--- config.mk ---
export PLATFORM = sky130hd
export DESIGN_NAME = jtag_master
export DESIGN_NICKNAME = d
export VERILOG_FILES = /design/src/rtl/jtag_pkg.sv /design/src/rtl/jtag_tck_gen.sv /design/src/rtl/jtag_master.sv
export SDC_FILE = /design/constraint.sdc
export NUM_CORES = 1
export LEC_CHECK = 0
export ABC_CLOCK_PERIOD_IN_PS = 2200
export BUFFER_PORTS_ARGS = -buffer_cell sky130_fd_sc_hd__buf_2
export CORE_MARGIN = 5
export CORE_UTILIZATION = 53
export DETAILED_ROUTE_END_ITERATION = 10
export PLACE_DENSITY = 0.76
export SKIP_CTS_REPAIR_TIMING = 1
export SYNTH_ARGS = -nofsm -noshare
export SYNTH_HDL_FRONTEND = slang
export SYNTH_SLANG_ARGS = --single-unit
export TNS_END_PERCENT = 20
--- constraint.sdc ---
create_clock -name CLK -period 2.2 [get_ports CLK]
set_input_delay 0.22 -clock CLK [delete_from_list [all_inputs] [get_ports CLK]]
set_output_delay 0.22 -clock CLK [all_outputs]
set_load 0.02 [all_outputs]
--- src/rtl/jtag_pkg.sv ---
// jtag_pkg: shared definitions for the JTAG master.
//   - command op encodings (jtag_op_e)
//   - master FSM state encoding (jtag_state_e)
//   - TMS preamble patterns (LSB is driven first) and their lengths
package jtag_pkg;

    typedef enum logic [1:0] {
        JTAG_OP_RESET   = 2'b00,
        JTAG_OP_IR      = 2'b01,
        JTAG_OP_DR      = 2'b10,
        JTAG_OP_RUNTEST = 2'b11
    } jtag_op_e;

    typedef enum logic [2:0] {
        INIT,
        IDLE,
        PRE,
        SHIFT,
        POST,
        DONE
    } jtag_state_e;

    // Run-Test/Idle -> Select-DR -> Capture-DR -> Shift-DR
    localparam logic [2:0] PRE_DR        = 3'b001;
    localparam int         PRE_DR_LEN    = 3;
    // Run-Test/Idle -> Select-DR -> Select-IR -> Capture-IR -> Shift-IR
    localparam logic [3:0] PRE_IR        = 4'b0011;
    localparam int         PRE_IR_LEN    = 4;
    // Five TMS=1 cycles reach Test-Logic-Reset from anywhere, then back to Run-Test/Idle
    localparam logic [5:0] PRE_RESET     = 6'b011111;
    localparam int         PRE_RESET_LEN = 6;
    // Exit1 -> Update -> Run-Test/Idle: TMS 1 then 0
    localparam int         POST_LEN      = 2;

endpackage

--- src/rtl/jtag_tck_gen.sv ---
// jtag_tck_gen: TCK waveform generator.
// Each TCK cycle is CLK_DIV clocks low followed by CLK_DIV clocks high.
// The first enabled cycle after being idle counts as a falling edge so that
// the master can drive its first TMS bit one clock after leaving idle.
// Ports:
//   CLK       system clock
//   TRST      asynchronous active-low reset
//   en        run the generator; when low TCK is parked low
//   tck       generated test clock
//   fall_stb  this CLK edge starts a TCK low half (drive TMS/TDI now)
//   rise_stb  this CLK edge drives TCK high (sample TDO now)
module jtag_tck_gen #(
    parameter int CLK_DIV = 2
) (
    input  logic CLK,
    input  logic TRST,
    input  logic en,
    output logic tck,
    output logic fall_stb,
    output logic rise_stb
);

    localparam int CNT_W = (CLK_DIV > 1) ? $clog2(CLK_DIV) : 1;

    logic [CNT_W-1:0] cnt_reg;
    logic             tck_reg;
    logic             active_reg;
    logic             half_end;

    assign half_end = (cnt_reg == CNT_W'(CLK_DIV - 1));
    assign fall_stb = en && (!active_reg || (tck_reg && half_end));
    assign rise_stb = en && active_reg && !tck_reg && half_end;
    assign tck      = tck_reg;

    always_ff @(posedge CLK or negedge TRST) begin
        if (!TRST) begin
            cnt_reg    <= '0;
            tck_reg    <= 1'b0;
            active_reg <= 1'b0;
        end else if (!en) begin
            cnt_reg    <= '0;
            tck_reg    <= 1'b0;
            active_reg <= 1'b0;
        end else begin
            active_reg <= 1'b1;
            if (!active_reg) begin
                cnt_reg <= '0;
            end else if (half_end) begin
                cnt_reg <= '0;
                tck_reg <= !tck_reg;
            end else begin
                cnt_reg <= cnt_reg + CNT_W'(1);
            end
        end
    end

endmodule

--- src/rtl/jtag_master.sv ---
// jtag_master: host-side JTAG initiator.
// Turns single-beat commands (TAP reset, IR scan, DR scan, run-test) into
// TMS/TDI sequences, samples TDO during the shift phase and always leaves
// the target TAP in Run-Test/Idle.
// Configuration macro: JTAG_MASTER_RUNTEST_EN -- when defined, op 11 issues
// cmd_len TCK cycles with TMS=0; otherwise op 11 completes without any TCK.
// Ports:
//   CLK, TRST              system clock, asynchronous active-low reset
//   cmd_valid/cmd_ready    command handshake
//   cmd_op/cmd_len/cmd_data  op, bit count (clamped to DATA_W), TDI bits LSB first
//   rsp_valid/rsp_data     one-cycle completion pulse, captured TDO (held)
//   TCK_O/TMS_O/TDI_O/TDO_I  JTAG pins
module jtag_master
    import jtag_pkg::*;
#(
    parameter int DATA_W  = 32,
    parameter int CLK_DIV = 2,
    parameter int LEN_W   = $clog2(DATA_W + 1)
) (
    input  logic              CLK,
    input  logic              TRST,
    input  logic              cmd_valid,
    output logic              cmd_ready,
    input  logic [1:0]        cmd_op,
    input  logic [LEN_W-1:0]  cmd_len,
    input  logic [DATA_W-1:0] cmd_data,
    output logic              rsp_valid,
    output logic [DATA_W-1:0] rsp_data,
    output logic              TCK_O,
    output logic              TMS_O,
    output logic              TDI_O,
    input  logic              TDO_I
);

    jtag_state_e       state_reg, state_next;
    logic              tms_reg, tms_next;
    logic              tdi_reg, tdi_next;
    logic [LEN_W-1:0]  idx_reg, idx_next;         // bit counter, reused per phase
    logic [LEN_W-1:0]  len_reg, len_next;
    logic              scan_reg, scan_next;       // op has a non-empty shift phase
    logic [7:0]        pre_sh_reg, pre_sh_next;   // preamble TMS bits, shifted out LSB first
    logic [LEN_W-1:0]  pre_len_reg, pre_len_next;
    logic [DATA_W-1:0] data_sh_reg, data_sh_next;
    logic [DATA_W-1:0] mask_reg, mask_next;       // one-hot: capture slot of the current bit
    logic [DATA_W-1:0] cap_reg, cap_next;
    logic [DATA_W-1:0] rsp_data_reg, rsp_data_next;

    logic             tck_en;
    logic             fall_stb;
    logic             rise_stb;
    logic             accept;
    logic             pre_done;
    logic [LEN_W-1:0] len_eff;

    assign tck_en = (state_reg == INIT) || (state_reg == PRE) ||
                    (state_reg == SHIFT) || (state_reg == POST);

    jtag_tck_gen #(
        .CLK_DIV (CLK_DIV)
    ) u_tck_gen (
        .CLK      (CLK),
        .TRST     (TRST),
        .en       (tck_en),
        .tck      (TCK_O),
        .fall_stb (fall_stb),
        .rise_stb (rise_stb)
    );

    assign cmd_ready = (state_reg == IDLE) || (state_reg == DONE);
    assign rsp_valid = (state_reg == DONE);
    assign accept    = cmd_valid && cmd_ready;
    assign pre_done  = (idx_reg == pre_len_reg);
    assign len_eff   = (cmd_len > LEN_W'(DATA_W)) ? LEN_W'(DATA_W) : cmd_len;
    assign TMS_O     = tms_reg;
    assign TDI_O     = tdi_reg;
    assign rsp_data  = rsp_data_reg;

    // State register and datapath registers
    always_ff @(posedge CLK or negedge TRST) begin
        if (!TRST) begin
            state_reg    <= INIT;
            tms_reg      <= 1'b1;
            tdi_reg      <= 1'b0;
            idx_reg      <= '0;
            len_reg      <= '0;
            scan_reg     <= 1'b0;
            pre_sh_reg   <= 8'(PRE_RESET);
            pre_len_reg  <= LEN_W'(PRE_RESET_LEN);
            data_sh_reg  <= '0;
            mask_reg     <= '0;
            cap_reg      <= '0;
            rsp_data_reg <= '0;
        end else begin
            state_reg    <= state_next;
            tms_reg      <= tms_next;
            tdi_reg      <= tdi_next;
            idx_reg      <= idx_next;
            len_reg      <= len_next;
            scan_reg     <= scan_next;
            pre_sh_reg   <= pre_sh_next;
            pre_len_reg  <= pre_len_next;
            data_sh_reg  <= data_sh_next;
            mask_reg     <= mask_next;
            cap_reg      <= cap_next;
            rsp_data_reg <= rsp_data_next;
        end
    end

    // Next-state logic: every phase advances only on a TCK falling strobe
    always_comb begin
        state_next = state_reg;
        case (state_reg)
            INIT:  if (fall_stb && pre_done) state_next = IDLE;
            IDLE:  if (accept) state_next = PRE;
            PRE:   if (fall_stb && pre_done) state_next = scan_reg ? SHIFT : DONE;
            SHIFT: if (fall_stb && (idx_reg == len_reg)) state_next = POST;
            POST:  if (fall_stb && (idx_reg == LEN_W'(POST_LEN))) state_next = DONE;
            DONE:  state_next = accept ? PRE : IDLE;
            default: state_next = INIT;
        endcase
    end

    // Output / datapath logic
    always_comb begin
        tms_next      = tms_reg;
        tdi_next      = tdi_reg;
        idx_next      = idx_reg;
        len_next      = len_reg;
        scan_next     = scan_reg;
        pre_sh_next   = pre_sh_reg;
        pre_len_next  = pre_len_reg;
        data_sh_next  = data_sh_reg;
        mask_next     = mask_reg;
        cap_next      = cap_reg;
        rsp_data_next = rsp_data_reg;
        case (state_reg)
            IDLE, DONE: begin
                if (accept) begin
                    len_next     = len_eff;
                    data_sh_next = cmd_data;
                    cap_next     = '0;
                    mask_next    = DATA_W'(1);
                    idx_next     = '0;
                    scan_next    = 1'b0;
                    pre_sh_next  = '0;
                    pre_len_next = '0;
                    // A zero-length scan keeps pre_len=0 and scan=0, so it
                    // completes on the first strobe without any TCK.
                    case (jtag_op_e'(cmd_op))
                        JTAG_OP_RESET: begin
                            pre_sh_next  = 8'(PRE_RESET);
                            pre_len_next = LEN_W'(PRE_RESET_LEN);
                        end
                        JTAG_OP_IR: begin
                            if (len_eff != '0) begin
                                scan_next    = 1'b1;
                                pre_sh_next  = 8'(PRE_IR);
                                pre_len_next = LEN_W'(PRE_IR_LEN);
                            end
                        end
                        JTAG_OP_DR: begin
                            if (len_eff != '0) begin
                                scan_next    = 1'b1;
                                pre_sh_next  = 8'(PRE_DR);
                                pre_len_next = LEN_W'(PRE_DR_LEN);
                            end
                        end
                        JTAG_OP_RUNTEST: begin
`ifdef JTAG_MASTER_RUNTEST_EN
                            // zero pattern: len_eff idle cycles with TMS=0
                            pre_len_next = len_eff;
`else
                            pre_len_next = '0;
`endif
                        end
                        default: pre_len_next = '0;
                    endcase
                end
            end
            INIT, PRE: begin
                if (fall_stb) begin
                    if (!pre_done) begin
                        tms_next    = pre_sh_reg[0];
                        pre_sh_next = pre_sh_reg >> 1;
                        idx_next    = idx_reg + LEN_W'(1);
                    end else begin
                        idx_next = '0;
                        if (state_reg == PRE) begin
                            if (scan_reg) begin
                                // first shift bit goes out on the same fall
                                tms_next     = (len_reg == LEN_W'(1));
                                tdi_next     = data_sh_reg[0];
                                data_sh_next = data_sh_reg >> 1;
                                idx_next     = LEN_W'(1);
                            end else begin
                                rsp_data_next = cap_reg;
                            end
                        end
                    end
                end
            end
            SHIFT: begin
                if (rise_stb && TDO_I) begin
                    cap_next = cap_reg | mask_reg;
                end
                if (fall_stb) begin
                    if (idx_reg != len_reg) begin
                        tms_next     = ((idx_reg + LEN_W'(1)) == len_reg);
                        tdi_next     = data_sh_reg[0];
                        data_sh_next = data_sh_reg >> 1;
                        mask_next    = mask_reg << 1;
                        idx_next     = idx_reg + LEN_W'(1);
                    end else begin
                        tms_next = 1'b1;
                        tdi_next = 1'b0;
                        idx_next = LEN_W'(1);
                    end
                end
            end
            POST: begin
                if (fall_stb) begin
                    if (idx_reg != LEN_W'(POST_LEN)) begin
                        tms_next = 1'b0;
                        idx_next = idx_reg + LEN_W'(1);
                    end else begin
                        rsp_data_next = cap_reg;
                        idx_next      = '0;
                    end
                end
            end
            default: begin
                idx_next = idx_reg;
            end
        endcase
    end

endmodule

==> results.json, run 1 <==
{
  "ys_seq_area_frac": 0.555,
  "syn_area_mm2": 0.00710,
  "crit_buf_inv": 1,
  "grt_max_degree": 50,
  "fp.dieArea_mm2": 0.0158,
  "min_path_cells": 3,
  "overflow": 0,
  "slowest_stage": "nor2b_1",
  "nNetsFinal": 704,
  "worst_slew_pin_slew_ns": 0.608,
  "drive_gt1_frac": 0.385,
  "place.gp.congestion": 0.914,
  "dr.pass1.iters": 5,
  "crit_chain": "nor2b_1, nand2_1, a221oi_4, buf_12, mux2_2",
  "yosysUniqueCellTypes": 62,
  "yosysTopAreaCell": "dfrtp_1",
  "portBuffers": 80,
  "rows": 42,
  "drt-total-wl_um": 14600,
  "layout_common_cells": "dfrtp_1, buf_2, mux2_2",
  "syn_nets": 611,
  "min_path_type": "input pin to register",
  "endpoint_kind": "register",
  "hpwl_um": 9580,
  "grt_pass1_wl_um": 24900,
  "routedWlPerCell_um": 17.3,
  "routed_via_density": 5.47,
  "ir_drop_uv": 677,
  "area_delta_synth_final_pct": 19.2,
  "slew_headroom": 0.595,
  "synth_seq_cells": 157,
  "num_vias": 4611,
  "fin_setup_tns_ns": 0,
  "die-width_um": 126,
  "crit_fanout": 32,
  "p_leak_nw": 4.20,
  "cts_tree": "built",
  "synth-async-reset-ratio": 1.00,
  "synth_top_area_frac": 0.525,
  "fin_skew_ns": 0.00870,
  "core-area_mm2": 0.0132,
  "antenna_cells": 0,
  "fin_hold_ws_ns": 0.0461,
  "antenna_found_initial": 0,
  "layout_commonest_cell": "dfrtp_1",
  "grt.total_usage": 0.193,
  "synth-edff-count": 0,
  "clk_latency_ns": 0.43,
  "grt_pass1_vias": 4858,
  "rsz0062_at_grt": "false",
  "finalMaxSlewViolations": 0,
  "clk_path_buf_depth": 2,
  "avgSynthCellArea_um2": 12.7,
  "cpPeakStageDelay_ns": 0.41,
  "worstPathRequired_ns": 2.51,
  "yosys_warnings": 0,
  "htree_levels": 4,
  "clock-sinks": 157,
  "hold_violations": 0,
  "fmax_ghz": 0.475,
  "finalCriticalPeriod_ns": 2.11,
  "setup-violations-final": 0,
  "drc_errors": 0,
  "cp-start-kind": "register",
  "worst_r2r_path_depth": 5,
  "syn_inst": 561,
  "arrival_ns": 2.41,
  "cts_made_buffers": 17,
  "cts.clk_slew.worst_paths_ns": 0.07,
  "p_per_area_mw_per_mm2": 1330,
  "root_buffer": "clkbuf_16",
  "fin_crit_sh": 0.957,
  "critPathKind": "register to register",
  "yosys-top-cells-area": "dfrtp_1, mux2_2, mux2_4",
  "ios": 81,
  "yosys_most_used_dff": "dfrtp_1",
  "postRouteAntennaNets": 0,
  "initial_core_util": 0.538,
  "drt_iter0_markers": 266,
  "status": "finished, final reports clean",
  "worst_path_dominant_cell_family": "simple AND/OR/NAND/NOR gates",
  "cp.depth": 5,
  "die_h_um": 126,
  "timing.max_cap.violations": 0
}
power breakdown:
group	leakage, nW	internal, mW	switching [mW]
clock network	0.283	1.73	1.22
logic	1.85	2.26	2.11
registers	2.06	3.53	0.389
stage by stage:
| step | power [mW] | instances | instance area, um^2 | util | setup WS, ns |
|---|---|---|---|---|---|
| 2_1_floorplan | 7.22 | 561 | 7100 | - | 0.0989 |
| 3_3_place_gp | 8.17 | 810 | 7830 | 0.594 | 0.135 |
| 3_5_place_dp | 8.28 | 810 | 7830 | 0.594 | 0.0335 |
| 4_1_cts | 11.3 | 842 | 8430 | 0.639 | 0.0171 |
| 5_1_grt | 11.8 | 843 | 8460 | 0.642 | 0.00414 |
| 6_report | 11.2 | 843 | 8460 | 0.642 | 0.0950 |
layer usage:
metal	vias up	part of all wire	global-route usage
li1	2176	-	-
met1	2312	0.46	0.264
met2	112	0.47	0.299
met3	11	0.052	0.0631
met4	0	0.0096	0.0523
met5	-	0	0
cell usage after synthesis (2+ instances only):
master / instances
dfrtp_1: 149
mux2_2: 60
nor2_1: 47
a21oi_1: 40
nand2_1: 34
a22o_1: 32
mux2_4: 30
buf_2: 13
inv_1: 13
clkbuf_1: 9
nand3_1: 9
o21ai_0: 9
xnor2_1: 9
dfstp_2: 8
mux2_1: 8
nand3b_1: 7
xor2_1: 7
ha_1: 6
buf_6: 5
nor2b_1: 4
a32o_1: 3
and2_1: 3
mux2i_1: 3
nor4_1: 3
o31ai_1: 3
or2_2: 3
a211oi_1: 2
a21o_1: 2
buf_1: 2
buf_4: 2
dlygate4sd1_1: 2
nand4_1: 2
o21a_1: 2
xnor2_2: 2
kinds of logic after synthesis:
kind of cell / share of synthesized area
AO/OA/AOI/OAI: 0.113
XOR/XNOR: 0.0275
adder cells (fa/ha/maj): 0.0106
buffers and inverters: 0.0344
flip-flops: 0.555
multiplexers: 0.176
AND/OR/NAND/NOR: 0.0844
final timing paths:
kind	start	endpoint	slack, ns
setup / recovery	state_reg[1]	data_sh_reg[1]	0.09
hold / removal	cmd_len[0]	len_reg[0]	0.05
setup reg to reg	state_reg[1]	data_sh_reg[1]	0.09
hold reg to reg	TMS_O	TMS_O	0.47
max in group asynchronous	TRST	TMS_O	1.24
min in group asynchronous	TRST	data_sh_reg[21]	0.29
worst register-to-register path: stages, from the launching register on:
cell,delay (ns)
dfrtp_1,0.38
nor2b_1,0.41
nand2_1,0.20
a221oi_4,0.33
buf_12,0.29
mux2_2,0.37
final cells by class:
cell class,count,area [um^2]
flip-flops and latches,157,3940
well taps,176,220
multi-input cells,358,2940
fillers,959,4730
clock inverters,13,155
clock buffers,19,443
inverters,13,48.8
repair buffers,107,712
Power figures use the tool's default switching activity.
==> run 2: changes to the inputs <==
--- a/config.mk
+++ b/config.mk
@@ -5,8 +5,8 @@
 export SDC_FILE = /design/constraint.sdc
 export NUM_CORES = 1
 export LEC_CHECK = 0
-export ABC_CLOCK_PERIOD_IN_PS = 2200
 export BUFFER_PORTS_ARGS = -buffer_cell sky130_fd_sc_hd__buf_2
+export CORE_ASPECT_RATIO = 0.8
 export CORE_MARGIN = 5
 export CORE_UTILIZATION = 53
 export DETAILED_ROUTE_END_ITERATION = 10
==> results.json, run 2 (synthesis results as in run 1) <==
{
  "hold_path.startpoint": "cmd_len[3]",
  "cp-start-kind": "register",
  "endpoint_kind": "register",
  "worst_r2r_path_depth": 7,
  "worstPathRequired_ns": 2.50,
  "cts_tree": "built",
  "rrSetupSlack_ns": 0.05,
  "initial_core_util": 0.546,
  "die-width_um": 139,
  "routed_via_density": 5.59,
  "clock-sinks": 157,
  "postRouteAntennaNets": 0,
  "setup_ws_ns": 0.0455,
  "min_path_type": "input pin to register",
  "grt_max_degree": 52,
  "place_area_mm2": 0.00783,
  "finalCriticalPeriod_ns": 2.15,
  "routedWlPerCell_um": 17.5,
  "ir_drop_uv": 599,
  "final_core_util": 0.659,
  "nNetsFinal": 716,
  "rr_startpoint": "idx_reg[4]",
  "dp_cells": 810,
  "grt.total_usage": 0.193,
  "fp.dieArea_mm2": 0.0158,
  "overflow": 0,
  "p_leak_nw": 4.25,
  "clk_latency_ns": 0.42,
  "grt_pass1_vias": 4973,
  "cts_made_buffers": 17,
  "min_path_cells": 3,
  "fin_setup_tns_ns": 0,
  "seqCellArea_mm2": 0.00394,
  "fin_skew_ns": 0.0132,
  "timing.max_cap.violations": 0,
  "fmax_ghz": 0.464,
  "drt-total-wl_um": 15000,
  "place.gp.congestion": 0.907,
  "total_power_mw": 11.5,
  "drc_errors": 0,
  "clk_path_buf_depth": 2,
  "pre_cts_slack_ns": 0.0274,
  "grt_pass1_wl_um": 25100,
  "setup-violations-final": 0,
  "multi_input_area_mm2": 0.00297,
  "fin_hold_ws_ns": 0.0619,
  "drt_iter0_markers": 382,
  "hold_end": "len_reg[3]",
  "area_delta_synth_final_pct": 20.8,
  "hpwl_um": 9880,
  "dr.pass1.iters": 4,
  "portBuffers": 80,
  "slew_headroom": 0.577,
  "fin_crit_sh": 0.979,
  "drive_gt1_frac": 0.402,
  "hold_violations": 0,
  "layout_common_cells": "dfrtp_1, buf_2, mux2_2",
  "die_h_um": 114,
  "ios": 81,
  "layout_commonest_cell": "dfrtp_1",
  "finalMaxSlewViolations": 0,
  "critPathKind": "register to register",
  "status": "finished, final reports clean",
  "htree_levels": 4,
  "crit_fanout": 12,
  "p_per_area_mw_per_mm2": 1350,
  "core-area_mm2": 0.0130,
  "num_vias": 4775,
  "worst_slew_pin_slew_ns": 0.619,
  "fin_cells": 854,
  "antenna_found_initial": 0,
  "antenna_cells": 0,
  "worstReg2RegEnd": "data_sh_reg[6]",
  "arrival_ns": 2.46,
  "fillers": 961,
  "cts.clk_slew.worst_paths_ns": 0.07,
  "rows": 37,
  "stdcell_area_mm2": 0.00857,
  "root_buffer": "clkbuf_16"
}
-- run 2: cell count changes in the layout (fill, tap and decap cells not counted), sizes merged --
cell      before  now
clkinv         3    6
bufinv         2    1
buf          106  117
clkinvlp       3    2
-- run 2: worst max-delay path by stage --
| stage | from | cells after the start | endpoint |
|---|---|---|---|
| after floorplan | state_reg[0] | 6 | data_sh_reg[10] |
| after global placement | idx_reg[2] | 6 | data_sh_reg[1] |
| after detailed placement | idx_reg[0] | 6 | data_sh_reg[1] |
| after CTS | idx_reg[0] | 6 | data_sh_reg[1] |
| after global routing | idx_reg[4] | 7 | data_sh_reg[6] |
| final | idx_reg[4] | 7 | data_sh_reg[6] |
-- run 2: critical path: stages (launching register included) --
cell and delay, ns:
dfrtp_2 0.46, xnor2_1 0.30, nand4_1 0.26, o31ai_4 0.28, a221oi_4 0.10, buf_6 0.16
clkbuf_16 0.18, mux2_4 0.30
-- run 2: cell type report --
class | instances | area share
flip-flops and latches | 157 | 0.460
multi-input cells | 358 | 0.346
repair buffers | 119 | 0.0946
clock buffers | 18 | 0.0501
well taps | 175 | 0.0255
clock inverters | 14 | 0.0182
inverters | 13 | 0.00569
-- run 2: power breakdown --
group	switching, mW	internal, mW	leakage [nW]	total [mW]
logic	2.23	2.45	1.92	4.68
clock network	1.27	1.61	0.280	2.87
registers	0.456	3.53	2.06	3.99
total	3.95	7.59	4.25	11.5
-- run 2: metal layers --
metal,GRT usage,routed length [um]
met2,0.315,7260
met4,0.0508,126
met5,0,0
met3,0.0486,722
met1,0.262,6850
